## config.mk

```make
export PLATFORM = sky130hd
export DESIGN_NAME = frame_tick_scheduler
export DESIGN_NICKNAME = d
export VERILOG_FILES = /design/src/rtl/frame_tick_scheduler.sv
export SDC_FILE = /design/constraint.sdc
export NUM_CORES = 1
export LEC_CHECK = 0
export CAP_MARGIN = 0
export CORE_MARGIN = 2
export CORE_UTILIZATION = 50
export CTS_CLUSTER_DIAMETER = 150
export CTS_CLUSTER_SIZE = 20
export DETAILED_ROUTE_END_ITERATION = 10
export DONT_BUFFER_PORTS = 1
export GPL_TIMING_DRIVEN = 1
export SYNTH_ARGS = -nofsm -noshare
export SYNTH_HDL_FRONTEND = slang
export SYNTH_SLANG_ARGS = --single-unit
```

## constraint.sdc

```tcl
create_clock -name i_clk -period 2.9 [get_ports i_clk]
set_input_delay 0.29 -clock i_clk [delete_from_list [all_inputs] [get_ports i_clk]]
set_output_delay 0.29 -clock i_clk [all_outputs]
set_load 0.01 [all_outputs]
```

## src/rtl/frame_tick_scheduler.sv

```systemverilog
// frame_tick_scheduler: frame tick generator with pause, queued single-step, busy deferral and overrun flag.
// Optional SLOW_MOTION_EN macro enables the i_speed rate divider (1x .. 1/8x).
module frame_tick_scheduler #(
  parameter int CLK_HZ       = 50_000_000,
  parameter int FRAME_HZ     = 60,
  parameter int STEP_DEPTH   = 4,
  parameter int FRAME_W      = 16,
  parameter bit START_PAUSED = 1'b0
) (
  input  logic               i_clk,
  input  logic               i_rst_n,
  input  logic               i_play_pause,
  input  logic               i_frame_by_frame,
  input  logic [1:0]         i_speed,
  input  logic               i_frame_busy,
  output logic               o_cal_frame_signal,
  output logic               o_paused,
  output logic [FRAME_W-1:0] o_frame_idx,
  output logic               o_overrun
);
  localparam int PERIOD = CLK_HZ / FRAME_HZ;
  localparam int PW = PERIOD > 1 ? $clog2(PERIOD) : 1;
  localparam int QW = $clog2(STEP_DEPTH + 1);
  localparam logic [PW-1:0] LAST = PW'(PERIOD - 1);
  localparam logic [QW-1:0] QMAX = QW'(STEP_DEPTH);
  logic [PW-1:0] pcnt;
  logic [QW-1:0] q;
  logic pending, wrap, req, play_src, can, issue, step_acc, step_iss;
  assign wrap = !o_paused && pcnt == LAST;
`ifdef SLOW_MOTION_EN
  logic [2:0] dcnt, lim;
  assign lim = ~(3'b111 << i_speed);
  // >= lets a lowered speed fire at the very next wrap instead of waiting out the old window
  assign req = wrap && dcnt >= lim;
  always_ff @(posedge i_clk or negedge i_rst_n)
    if (!i_rst_n) dcnt <= '0;
    else if (wrap) dcnt <= dcnt >= lim ? '0 : dcnt + 3'd1;
`else
  logic unused_speed;
  assign unused_speed = ^i_speed;
  assign req = wrap;
`endif
  assign play_src = pending || req;
  assign can = !i_frame_busy && !o_cal_frame_signal;
  assign issue = can && (play_src || q != '0);
  assign step_iss = can && !play_src && q != '0;
  assign step_acc = o_paused && i_frame_by_frame && !i_play_pause && q != QMAX;
  always_ff @(posedge i_clk or negedge i_rst_n)
    if (!i_rst_n) begin
      o_paused           <= START_PAUSED;
      pcnt               <= '0;
      q                  <= '0;
      pending            <= 1'b0;
      o_cal_frame_signal <= 1'b0;
      o_frame_idx        <= '0;
      o_overrun          <= 1'b0;
    end else begin
      o_paused           <= o_paused ^ i_play_pause;
      if (!o_paused) pcnt <= wrap ? '0 : pcnt + 1'b1;
      pending            <= can ? pending && req : play_src;
      o_overrun          <= !can && pending && req;
      o_cal_frame_signal <= issue;
      if (issue) o_frame_idx <= o_frame_idx + 1'b1;
      q                  <= (o_paused && i_play_pause) ? '0 : q + QW'(step_acc) - QW'(step_iss);
    end
endmodule

```

==> flow_summary.toml <==
[sta]
layout_setup_ws_ps = 217.4
skew_ps = 7.567
whs_ps = 153.3
tns_ps = 0
fin_crit_ps = 2683
tightest_slew_ps = 652.1
hold_viol = 0
setup-violations-final = 0
period_share_pct = 92.50
relSlewSlack_pct = 56.41
fmax_ghz = 0.3728
slew_violations = 0

[detailed_routing]
wirelength_um = 3972
drc = 0
final_antenna_net_count = 0
vias_per_cell = 5.629
drt_iter0_drc = 101
num_vias = 1441
wl_per_cell_um = 15.52
first_pass_iters = 4

[worst_hold_path]
worstHoldPathType = "in2reg"
hold_depth = 1
whs_endpoint = "o_paused$_DFF_PN0_"
hold_path_startpoint = "i_play_pause"

[grt]
antenna_found_initial = 0
grt_usage_pct = 18.20
grt_pass1_wl_um = 7169
grt_overflow = 0
grt_pass1_vias = 1560
grt_max_degree = 44

[yosys]
yosysSeqAreaShare_pct = 49.17
synth-simple-area-share_pct = 26.87
synth_top_family_by_area = "simple AND/OR/NAND/NOR gates"
synth_compound_area_share_pct = 3.716
syn_area_um2 = 2188
syn_area_per_cell_um2 = 11.22
synth_mux_area_share_pct = 0.5146
yosysTopAreaCellShare_pct = 49.17
synth_cell_types = 42
synth_nets = 209
synth_adder_area_share_pct = 4.803
synth-xor-area-share_pct = 12.41
syn_inst = 195
synth_area_leaders = "dfrtp_1 (49%), xor2_1 (7.6%), xnor2_1 (4.8%)"
ys.warnings.count = 0
yosys.area.top_type = "dfrtp_1"
ys_ff_latch = 43

[worst_setup_path]
reg2reg_to = "q[2]$_DFF_PN0_"
end_kind = "flip-flop"
ff2ff_path_depth = 11
cp.required_ps = 3090
start_kind = "flip-flop"
critPathMaxStageDelay_ps = 430
cp-startpoint = "pcnt[7]$_DFFE_PN0N_"
crit_chain = "nor4_4 -> and3_4 -> nor4b_4 -> nor4_1 -> ha_1 -> inv_1 -> ha_1 -> fa_1 -> xnor2_1 -> xnor2_1 -> nor2_1"
r2r_slack_ps = 220
cp_max_fo = 3
slowest_stage = "dfrtp_1"
worstSetupPathType = "reg2reg"
r2r_start = "pcnt[7]$_DFFE_PN0N_"
cp_data_arrival_time_ps = 2870

[floorplanning]
die_h_um = 70.16
fp.dieW_um = 70.16
ioPinCount = 26
core_area_um2 = 4294
start_util_pct = 50.96
dieArea_um2 = 4922
rows = 24

[cells_and_area]
layout_commonest_cell = "dfrtp_1"
drive_above_1_share_pct = 15.20
nNetsFinal = 217
diodes = 0
final_cell_mix = "dfrtp_1 (43), xor2_1 (19), nand2_1 (15)"
syn_to_final_growth_pct = 10.35

[clock_network]
clk_pin_slew_ps = 80
clock-sinks = 43
cts_root_buf = "clkbuf_8"
clk_path_buf_depth = 2
cts_tree = "done"
cts-buffers-inserted = 5
clk_latency_ps = 290
htree_levels = 2

[power_and_ir_drop]
finalPower_mw = 1.909
peakVddDrop_mv = 0.4767
power_density_nw_per_um2 = 790.6
leakagePower_nw = 1.076

[place]
gp_congestion = 0.7725
pre_cts_slack_ps = 101.1
place_hpwl_um = 2835
numPortBuffers = 0

[job]
drv_cap = 0

[outcome]
outcome = "finished clean"
==> Yosys cell counts (all sizes together) <==
master / count
maj3: 1
nand3: 12
and3b: 1
nor3b: 2
a21boi: 1
xnor2: 12
buf: 3
mux2: 1
o221ai: 1
nand2b: 2
o21ai: 4
and3: 6
xor2: 19
nor4b: 4
ha: 6
a21oi: 2
and4bb: 1
inv: 9
nand3b: 1
or3: 2
a211o: 1
and4: 1
fa: 1
and2: 2
nand4b: 1
nand2: 15
nor2b: 4
dfrtp: 43
nor2: 14
or2: 1
nor4: 6
a21o: 2
nand4: 4
nor3: 10
==> critical path: cells and delay by family (launching register included) <==
kind	cells	cell delay (ps)
AND/OR/NAND/NOR	5	940
buffers and inverters	1	40
XOR/XNOR	2	330
flip-flops	1	430
adder cells (fa/ha/maj)	3	840
==> worst max-delay path by stage <==
stage / to / slack [ps] / cells past startpoint
finish: q[2]$_DFF_PN0_ / 220 / 11
global route: q[2]$_DFF_PN0_ / -7 / 11
CTS: q[2]$_DFF_PN0_ / 100 / 11
detailed placement: q[2]$_DFF_PN0_ / 100 / 11
global placement: q[2]$_DFF_PN0_ / 200 / 11
floorplan: q[2]$_DFF_PN0_ / 200 / 11
==> cell families after synthesis <==
group,count (synthesis)
AOI/OAI and AO/OA,11
DFF,43
xor gates and xnor gates,31
muxes,1
adders and majority gates,8
and+or+nand+nor,89
buffers and inverters,12
==> area by class of cell <==
type,instances,area [µm²]
Clock buffer,6,82.58
Clock inverter,2,35.03
Fill cell,385,1879
Inverter,9,33.78
Multi-Input combinational cell,140,1077
Sequential cell,43,1076
Tap cell,52,65.06
Timing Repair Buffer,4,45.04
==> metrics by stage <==
step | util [%] | instance area [µm²] | instances
2_1_floorplan | - | 2188 | 195
4_1_cts | 55.77 | 2395 | 256
6_report | 56.24 | 2415 | 256
5_1_grt | 56.24 | 2415 | 256
3_3_place_gp | 52.33 | 2247 | 246
3_5_place_dp | 52.33 | 2247 | 246
==> state kept, by name (all words and copies together), names as in the netlist <==
name                cells
o_cal_frame_signal      1
o_frame_idx            16
pcnt                   20
pending                 1
q                       3
o_paused                1
o_overrun               1
==> repair_timing <==
action	CTS	global route
buffers inserted	0	0
setup endpoints to repair	0	1
gates resized for setup	0	4
endpoints found under the hold margin	43	0
hold buffers	2	0
==> metal layers <==
layer  vias up  global-route usage [%]  part of all wire [%]
met2        19                   32.28                    53
met5         -                       0                     0
li1        684                       -                     -
met3         6                   5.339                   3.3
met4         0                   5.769                  0.86
met1       732                   21.12                    43
==> report_power, final <==
group	total (mW)	internal [mW]	switching [mW]	leakage, nW
sequential	0.928	0.737	0.191	0.554
clock	0.479	0.279	0.200	0.0612
combinational	0.503	0.232	0.271	0.460
(Power assumes the default switching activity.)
